## src/rtl/uart_rx_param.sv

```systemverilog
// Parameterised UART receiver: 5-9 data bits, optional parity, 1-2 stop bits,
// break and frame detection, one-word holding register with overrun flag.
module uart_rx_param #(
  parameter int CLKS_PER_BIT = 434,
  parameter int DATA_BITS    = 8,
  parameter int PARITY_MODE  = 0,
  parameter int STOP_BITS    = 1
) (
  input  logic                 i_Clock,
  input  logic                 i_Reset,
  input  logic                 i_RX_Serial,
  input  logic                 i_RX_Ready,
  output logic                 o_RX_Valid,
  output logic [DATA_BITS-1:0] o_RX_Data,
  output logic                 o_Parity_Err,
  output logic                 o_Frame_Err,
  output logic                 o_Break,
  output logic                 o_Overrun,
  output logic [2:0]           o_SM_State
);

  localparam int CW = $clog2(CLKS_PER_BIT);
  localparam logic [CW-1:0] CNT_MAX = CW'(CLKS_PER_BIT - 1);
  localparam logic [CW-1:0] HALF    = CW'((CLKS_PER_BIT - 1) / 2);
  localparam logic [3:0]    LAST_D  = 4'(DATA_BITS - 1);
  localparam logic [3:0]    LAST_S  = 4'(STOP_BITS - 1);
  localparam logic          ODD     = 1'(PARITY_MODE == 2);

  typedef enum logic [2:0] {
    S_IDLE   = 3'd0,
    S_START  = 3'd1,
    S_DATA   = 3'd2,
    S_PARITY = 3'd3,
    S_STOP   = 3'd4,
    S_WAIT   = 3'd5
  } state_e;

  state_e               state_q, state_d;
  logic [CW-1:0]        cnt_q, cnt_d;
  logic [3:0]           idx_q, idx_d;
  logic [DATA_BITS-1:0] shift_q, shift_d;
  logic                 perr_q, perr_d;
  logic                 ferr_q, ferr_d;
  logic                 zero_q, zero_d;
  logic                 brk_q, brk_d;
  logic                 meta_q, rx_q;
  logic                 tick, done;

  logic                 valid_q, ovr_q;
  logic [DATA_BITS-1:0] data_q;
  logic                 hpe_q, hfe_q, hbk_q;

  assign tick = (cnt_q == CNT_MAX);

  // Two-flop synchroniser for the asynchronous serial line
  always_ff @(posedge i_Clock or posedge i_Reset) begin
    if (i_Reset) begin
      meta_q <= 1'b1;
      rx_q   <= 1'b1;
    end else begin
      meta_q <= i_RX_Serial;
      rx_q   <= meta_q;
    end
  end

  // Frame FSM and bit-timing registers
  always_ff @(posedge i_Clock or posedge i_Reset) begin
    if (i_Reset) begin
      state_q <= S_IDLE;
      cnt_q   <= '0;
      idx_q   <= '0;
      shift_q <= '0;
      perr_q  <= 1'b0;
      ferr_q  <= 1'b0;
      zero_q  <= 1'b1;
      brk_q   <= 1'b0;
    end else begin
      state_q <= state_d;
      cnt_q   <= cnt_d;
      idx_q   <= idx_d;
      shift_q <= shift_d;
      perr_q  <= perr_d;
      ferr_q  <= ferr_d;
      zero_q  <= zero_d;
      brk_q   <= brk_d;
    end
  end

  // Next-state logic; error flags use this cycle's sample so the
  // completing stop bit is included in what the holding register loads
  always_comb begin
    state_d = state_q;
    cnt_d   = cnt_q;
    idx_d   = idx_q;
    shift_d = shift_q;
    perr_d  = perr_q;
    ferr_d  = ferr_q;
    zero_d  = zero_q;
    brk_d   = brk_q;
    done    = 1'b0;
    case (state_q)
      S_IDLE: begin
        cnt_d  = '0;
        idx_d  = '0;
        perr_d = 1'b0;
        ferr_d = 1'b0;
        zero_d = 1'b1;
        brk_d  = 1'b0;
        if (!rx_q) state_d = S_START;
      end
      S_START: begin
        if (cnt_q == HALF) begin
          cnt_d   = '0;
          state_d = rx_q ? S_IDLE : S_DATA;
        end else begin
          cnt_d = cnt_q + 1'b1;
        end
      end
      S_DATA: begin
        if (tick) begin
          cnt_d   = '0;
          shift_d = {rx_q, shift_q[DATA_BITS-1:1]};
          zero_d  = zero_q & ~rx_q;
          if (idx_q == LAST_D) begin
            idx_d   = '0;
            state_d = (PARITY_MODE != 0) ? S_PARITY : S_STOP;
          end else begin
            idx_d = idx_q + 4'd1;
          end
        end else begin
          cnt_d = cnt_q + 1'b1;
        end
      end
      S_PARITY: begin
        if (tick) begin
          cnt_d   = '0;
          zero_d  = zero_q & ~rx_q;
          perr_d  = ((^shift_q) ^ rx_q) != ODD;
          state_d = S_STOP;
        end else begin
          cnt_d = cnt_q + 1'b1;
        end
      end
      S_STOP: begin
        if (tick) begin
          cnt_d  = '0;
          ferr_d = ferr_q | ~rx_q;
          if (idx_q == 4'd0) brk_d = zero_q & ~rx_q;
          if (idx_q == LAST_S) begin
            done    = 1'b1;
            idx_d   = '0;
            state_d = rx_q ? S_IDLE : S_WAIT;
          end else begin
            idx_d = idx_q + 4'd1;
          end
        end else begin
          cnt_d = cnt_q + 1'b1;
        end
      end
      S_WAIT: begin
        if (rx_q) state_d = S_IDLE;
      end
      default: state_d = S_IDLE;
    endcase
  end

  // Holding register: load on completion if empty or being read,
  // otherwise drop the frame and flag overrun
  always_ff @(posedge i_Clock or posedge i_Reset) begin
    if (i_Reset) begin
      valid_q <= 1'b0;
      ovr_q   <= 1'b0;
      data_q  <= '0;
      hpe_q   <= 1'b0;
      hfe_q   <= 1'b0;
      hbk_q   <= 1'b0;
    end else if (done && (!valid_q || i_RX_Ready)) begin
      valid_q <= 1'b1;
      data_q  <= shift_q;
      hpe_q   <= perr_q;
      hfe_q   <= ferr_d;
      hbk_q   <= brk_d;
    end else if (done) begin
      ovr_q <= 1'b1;
    end else if (valid_q && i_RX_Ready) begin
      valid_q <= 1'b0;
      ovr_q   <= 1'b0;
    end
  end

  assign o_RX_Valid   = valid_q;
  assign o_RX_Data    = data_q;
  assign o_Parity_Err = hpe_q;
  assign o_Frame_Err  = hfe_q;
  assign o_Break      = hbk_q;
  assign o_Overrun    = ovr_q;
  assign o_SM_State   = state_q;

endmodule
```

## config.mk

```make
export PLATFORM = sky130hd
export DESIGN_NAME = uart_rx_param
export DESIGN_NICKNAME = d
export VERILOG_FILES = /design/src/rtl/uart_rx_param.sv
export SDC_FILE = /design/constraint.sdc
export NUM_CORES = 1
export LEC_CHECK = 0
export BUFFER_PORTS_ARGS = -buffer_cell sky130_fd_sc_hd__buf_2
export CORE_AREA = 4 4 82 122
export CTS_BUF_LIST = sky130_fd_sc_hd__clkbuf_4 sky130_fd_sc_hd__clkbuf_8 sky130_fd_sc_hd__clkbuf_16
export DETAILED_ROUTE_END_ITERATION = 10
export DIE_AREA = 0 0 86 126
export HOLD_SLACK_MARGIN = 0.08
export PLACE_DENSITY_LB_ADDON = 0.25
export SKIP_LAST_GASP = 1
export SYNTH_ARGS = -nofsm -noshare
export SYNTH_HDL_FRONTEND = slang
export SYNTH_SLANG_ARGS = --single-unit
```

## constraint.sdc

```tcl
create_clock -name i_Clock -period 2.4 [get_ports i_Clock]
set_input_delay 0.12 -clock i_Clock [delete_from_list [all_inputs] [get_ports i_Clock]]
set_output_delay 0.12 -clock i_Clock [all_outputs]
set_load 0.01 [all_outputs]
```

==> impl_metrics.csv, run 1 <==
group,metric,value,unit
sta,finalSetupViolations,0,
synthesis,synth_flop_cell,"dfrtp_1",
clock_tree,cts.sinks,43,
route,dr.pass1.iters,4,
final_layout,fin_nets,244,
final_layout,layout-drive-gt1-share,0.284,
route,first_iter_violations,50,
sta,fmax,444,MHz
sta,finalCriticalPeriod,2.25,ns
clock_tree,htree_num_levels,2,
route,wl_per_cell,13.5,µm
clock_tree,cts_buffers,5,
sta,period_share,0.938,
placement,placed_cell_area,2470,µm²
power,power.density,540,nW/µm²
placement,dp_worst_setup_slack,0.116,ns
sta,slew_viol_final,0,
route,num_vias,1620,
worst_setup_path,crit_type,"reg -> reg",
synthesis,synth_cell_types,44,
floorplanning,die_area,10800,µm²
sta,rsz0062_at_grt,"no",
final_layout,syn_to_final_growth,21.1,%
placement,portBuffers,19,
final_layout,final_cell_mix,"dfrtp_1 (40), o21ai_0 (23), buf_2 (19)",
global_routing,grt.total_usage,0.0946,
global_routing,grt_pass1_wl,8120,µm
synthesis,synth_edf_count,0,
floorplanning,io_pins,20,
final_layout,num-fill-cells,915,
worst_setup_path,required,2.61,ns
final_layout,utilization,0.298,
sta,tightestPinTransition,0.550,ns
placement,dp_hpwl,3380,µm
final_layout,layout_commonest_cell,"dfrtp_1",
sta,tns,0,ns
synthesis,ys_warn_count,0,
clock_tree,post-cts-setup-buffers,0,
floorplanning,coreArea,8880,µm²
sta,fin_skew,0.00229,ns
synthesis,async_reset_ff_frac,1.00,
sta,hold_violations,0,
floorplanning,fp.dieH,126,µm
final_layout,antenna_cells,0,
worst_setup_path,crit_arrival,2.46,ns
synthesis,netlist.top_cell.by_area,"dfrtp_1",
synthesis,synth_top_area_share,0.458,
final_layout,fin_cells,346,
placement,place_congestion,0.718,
worst_setup_path,cp_max_fo,11,
sta,setup_slack,0.148,ns
synthesis,ys_top_cells_by_area,"dfrtp_1 (46%), o21ai_0 (5.5%), mux2_4 (5.5%)",
worst_setup_path,endpoint_kind,"flop",
global_routing,grt_max_degree,44,
sta,slew_headroom,0.634,
route,ant_nets,0,
floorplanning,core.rowCount,42,
clock_tree,cts.clk_slew.worst_paths,0.06,ns
route,totalWireLength,4680,µm
power,irDropWorstVdd,0.000246,V
worst_setup_path,cp-start-kind,"flop",
synthesis,synth-seq-cells,43,
outcome,status,"finished clean",
power,p_leak,1.22,nW
global_routing,grt_pass1_vias,1671,
floorplanning,start_util,0.246,
clock_tree,clkLatencyLatePin,0.29,ns
final_layout,postLayoutCellArea,2640,µm²
route,drc,0,
final_layout,multi_input_area,1020,µm²
placement,dp.cells,335,
route,viasPerCell,4.68,
synthesis,syn_nets,211,
global_routing,grt-ovfl-total,0,
synthesis,synthCells,202,
global_routing,antenna_found_initial,0,
synthesis,ys_seq_area_frac,0.495,
synthesis,avgSynthCellArea,10.8,µm²
worst_hold_path,worst_hold_path_type,"reg -> reg",
clock_tree,clock_path_buffers,2,
floorplanning,die_w,86,µm
final_layout,seq_area,1080,µm²
clock_tree,ctsRootBufferMaster,"clkbuf_16",
run,max-cap-violations,0,
clock_tree,cts_tree,"built",
synthesis,synth.cell_area,2180,µm²
sequential cells by signal, indices dropped and copies added, names as in the netlist, 3 cells and up:
signal and count:
cnt_q 9, o_RX_Data 8, shift_q 8, idx_q 4
o_SM_State 3
cells in the mapped netlist (2+ instances only):
| cell type | number |
|---|---|
| a21oi_1 | 12 |
| a22o_1 | 4 |
| buf_6 | 2 |
| clkbuf_1 | 4 |
| dfrtp_1 | 40 |
| dfstp_2 | 3 |
| ha_1 | 5 |
| inv_1 | 12 |
| mux2_2 | 10 |
| mux2_4 | 8 |
| nand2_1 | 12 |
| nand3_1 | 7 |
| nand3b_1 | 2 |
| nand4_1 | 2 |
| nor2_1 | 9 |
| nor2b_1 | 4 |
| nor3_1 | 4 |
| o21a_1 | 2 |
| o21ai_0 | 24 |
| o22ai_1 | 3 |
| or3_1 | 2 |
| or3b_2 | 2 |
| xnor2_1 | 8 |
power breakdown:
group / switching [mW] / internal (mW)
Sequential: 0.00143 / 0.728
Combinational: 0.0183 / 0.00823
Clock: 0.276 / 0.395
repair_timing:
action / in CTS / in global routing
setup endpoints to repair: 0 / 8
hold buffers: 3 / 0
resized for setup: 0 / 1
hold endpoints to repair: 43 / 0
final timing paths:
check,start,to,slack [ns],depth (start not counted)
max,cnt_q[1],o_Break,0.15,7
min,meta_q,rx_q,0.36,0
max reg2reg,cnt_q[1],o_Break,0.15,7
min reg2reg,meta_q,rx_q,0.36,0
max in group asynchronous,i_Reset,cnt_q[4],1.51,4
min in group asynchronous,i_Reset,o_RX_Data[2],0.51,4
through the flow:
step	power, mW	hold WS (ns)
after floorplan	0.757	0.124
after global placement	0.768	0.228
after detailed placement	0.767	0.227
after CTS	1.46	0.356
after global routing	1.49	0.365
final	1.43	0.355
final cells by class:
| class | instances | share of cell area |
|---|---|---|
| sequential | 43 | 0.408 |
| multi-input combinational | 140 | 0.384 |
| timing repair buffer | 33 | 0.0833 |
| tap | 110 | 0.0521 |
| clock buffer | 6 | 0.0502 |
| inverter | 12 | 0.0170 |
| clock inverter | 2 | 0.00473 |
worst max-delay path: stages, from the launching register on:
cell	delay (ns)
dfrtp_1	0.40
inv_1	0.10
ha_1	0.15
nand4_1	0.11
or4_4	0.53
or4b_1	0.53
a21o_1	0.21
o21ai_0	0.14
layer usage:
| layer | up-vias | wire [µm] | global-route usage |
|---|---|---|---|
| li1 | 791 | - | - |
| met3 | 10 | 139 | 0.0229 |
| met5 | - | 0 | 0 |
| met1 | 798 | 1990 | 0.108 |
| met4 | 0 | 158 | 0.0624 |
| met2 | 21 | 2390 | 0.154 |
cells by family after synthesis:
| group | after synthesis | share of synthesized area |
|---|---|---|
| AOI/OAI and AO/OA | 54 | 0.152 |
| muxes | 18 | 0.107 |
| adders and majority gates | 6 | 0.0338 |
| DFF | 43 | 0.495 |
| and+or+nand+nor | 53 | 0.137 |
| buffers and inverters | 19 | 0.0401 |
| xor gates and xnor gates | 9 | 0.0361 |
No activity file was read; power rests on OpenSTA's default activity.
==> run 2, diff against run 1 <==
--- a/config.mk
+++ b/config.mk
@@ -5,11 +5,11 @@
 export SDC_FILE = /design/constraint.sdc
 export NUM_CORES = 1
 export LEC_CHECK = 0
-export BUFFER_PORTS_ARGS = -buffer_cell sky130_fd_sc_hd__buf_2
 export CORE_AREA = 4 4 82 122
 export CTS_BUF_LIST = sky130_fd_sc_hd__clkbuf_4 sky130_fd_sc_hd__clkbuf_8 sky130_fd_sc_hd__clkbuf_16
 export DETAILED_ROUTE_END_ITERATION = 10
 export DIE_AREA = 0 0 86 126
+export DONT_BUFFER_PORTS = 1
 export HOLD_SLACK_MARGIN = 0.08
 export PLACE_DENSITY_LB_ADDON = 0.25
 export SKIP_LAST_GASP = 1
==> run 2 against run 1 <==
  * Sequential share of layout area rose by 1.1 points
  * Setup slack lost 0.039 ns
  * Die area unchanged
  * Clock-buffer cell count did not move
  * Fmax is 1.7% lower
  * Critical path type unchanged
  * Largest cell class unchanged
==> impl_metrics.csv, run 2 (synthesis results as in run 1) <==
group,metric,value,unit
outcome,status,"finished clean",
route,dr.pass1.iters,5,
route,first_iter_violations,77,
placement,place_congestion,0.783,
clock_tree,htree_num_levels,2,
power,seqPwrFrac,0.512,
power,internal-power,1.13,mW
sta,tns,0,ns
placement,dp_hpwl,3400,µm
worst_hold_path,worst_hold_path_type,"in -> reg",
sta,holdWs,0.290,ns
placement,portBuffers,0,
sta,fmax,437,MHz
sta,hold_violations,0,
power,switching_share,0.207,
worst_hold_path,whs_endpoint,"o_Break",
worst_setup_path,r2r-start,"cnt_q[1]",
worst_setup_path,reg2reg_slack,0.11,ns
final_layout,multi_input_area,1030,µm²
final_layout,num-fill-cells,903,
sta,finalCriticalPeriod,2.29,ns
final_layout,largest-register,"cnt_q",
worst_setup_path,cp-start-kind,"flop",
worst_setup_path,crit_type,"reg -> reg",
floorplanning,start_util,0.246,
floorplanning,die_w,86,µm
final_layout,largest_register_ffs,9,
clock_tree,cts.sinks,43,
final_layout,final_cell_mix,"dfrtp_1 (40), o21ai_0 (21), a21oi_1 (12), nand2_1 (12), buf_4 (11)",
worst_hold_path,holdPathStages,4,
final_layout,seq_area,1080,µm²
final_layout,syn_to_final_growth,17.9,%
worst_setup_path,reg2reg_depth,7,
sta,tightestPinTransition,0.732,ns
clock_tree,clock_path_buffers,2,
power,irDropWorstVdd,0.000236,V
floorplanning,die_area,10800,µm²
clock_tree,ctsRootBufferMaster,"clkbuf_16",
global_routing,grt.total_usage,0.0947,
final_layout,layout-drive-gt1-share,0.247,
floorplanning,coreArea,8880,µm²
clock_tree,cts_buffers,5,
sta,rsz0062_at_grt,"no",
floorplanning,io_pins,20,
sta,fin_skew,0.00420,ns
route,viasPerCell,4.77,
sta,slew_headroom,0.509,
route,num_vias,1570,
power,p_leak,1.13,nW
clock_tree,cts.clk_slew.worst_paths,0.06,ns
route,wl_per_cell,15.1,µm
worst_setup_path,cp_max_fo,6,
worst_hold_path,min_from,"i_RX_Ready",
floorplanning,core.rowCount,42,
final_layout,layout_commonest_cell,"dfrtp_1",
sta,slew_viol_final,0,
route,drc,0,
global_routing,grt_pass1_vias,1569,
worst_setup_path,required,2.57,ns
power,total_power,1.42,mW
clock_tree,clkLatencyLatePin,0.28,ns
global_routing,grt_max_degree,24,
final_layout,fin_nets,227,
final_layout,antenna_cells,0,
sta,period_share,0.954,
route,ant_nets,0,
worst_setup_path,r2r_end,"idx_q[0]",
run,max-cap-violations,0,
global_routing,grt_pass1_wl,7940,µm
worst_setup_path,endpoint_kind,"flop",
power,power.density,553,nW/µm²
sta,finalSetupViolations,0,
global_routing,antenna_found_initial,0,
power,switchingPower,294,µW
worst_setup_path,crit_arrival,2.46,ns
clock_tree,cts_tree,"built",
power,combPwrFrac,0.017,
global_routing,grt-ovfl-total,0,
power,p_clk_frac,0.471,
floorplanning,fp.dieH,126,µm
route,totalWireLength,4970,µm
## run 2: power by group through the flow
stage / clock (mW) / combinational [mW] / sequential [mW]
floorplan: 0 / 0.0147 / 0.742
global placement: 0 / 0.0217 / 0.743
detailed placement: 0 / 0.0218 / 0.743
CTS: 0.695 / 0.0258 / 0.730
global route: 0.725 / 0.0288 / 0.730
finish: 0.670 / 0.0240 / 0.730
## run 2: layout make-up
class                           count  area share
Clock buffer                        6      0.0515
Clock inverter                      2     0.00486
Inverter                           12      0.0175
Multi-Input combinational cell    141       0.402
Sequential cell                    43       0.420
Tap cell                          110      0.0535
Timing Repair Buffer               15      0.0515
## run 2: worst max path at each step
stage | from | endpoint | slack [ns]
3_5_place_dp | cnt_q[1] | cnt_q[8] | 0.13
5_1_grt | cnt_q[1] | o_Break | 0.01
4_1_cts | cnt_q[1] | cnt_q[8] | 0.1
2_1_floorplan | cnt_q[1] | idx_q[0] | 0.23
6_report | cnt_q[1] | idx_q[0] | 0.11
3_3_place_gp | cnt_q[1] | o_Break | 0.16
## run 2: what timing repair did
action	4_1_cts	5_1_grt
endpoints found under the hold margin	23	0
setup buffers	0	2
gates resized for setup	0	7
hold buffers	3	0
endpoints found under the setup margin	0	10
## run 2: metal layers
metal  up-vias  GRT usage  share of wire
met5         -          0              0
met4         0     0.0587          0.031
met3         9     0.0275          0.036
met2        19      0.152           0.50
met1       779      0.109           0.43
li1        763          -              -
## run 2: metrics by stage
step                      setup slack (ns)  instances  cell area [µm²]   util
final                                0.110        329             2570  0.290
after global routing                0.0150        329             2570  0.290
after CTS                           0.0953        326             2540  0.286
after detailed placement             0.126        315             2370  0.266
after global placement               0.157        315             2370  0.266
after floorplan                      0.230        202             2180      -
## run 2: critical path: stages, from the launching register on
cell,delay (ns)
dfrtp_1,0.42
inv_2,0.08
ha_1,0.13
nand4_1,0.12
or4_4,0.58
maj3_2,0.36
or2_4,0.25
a22o_1,0.23
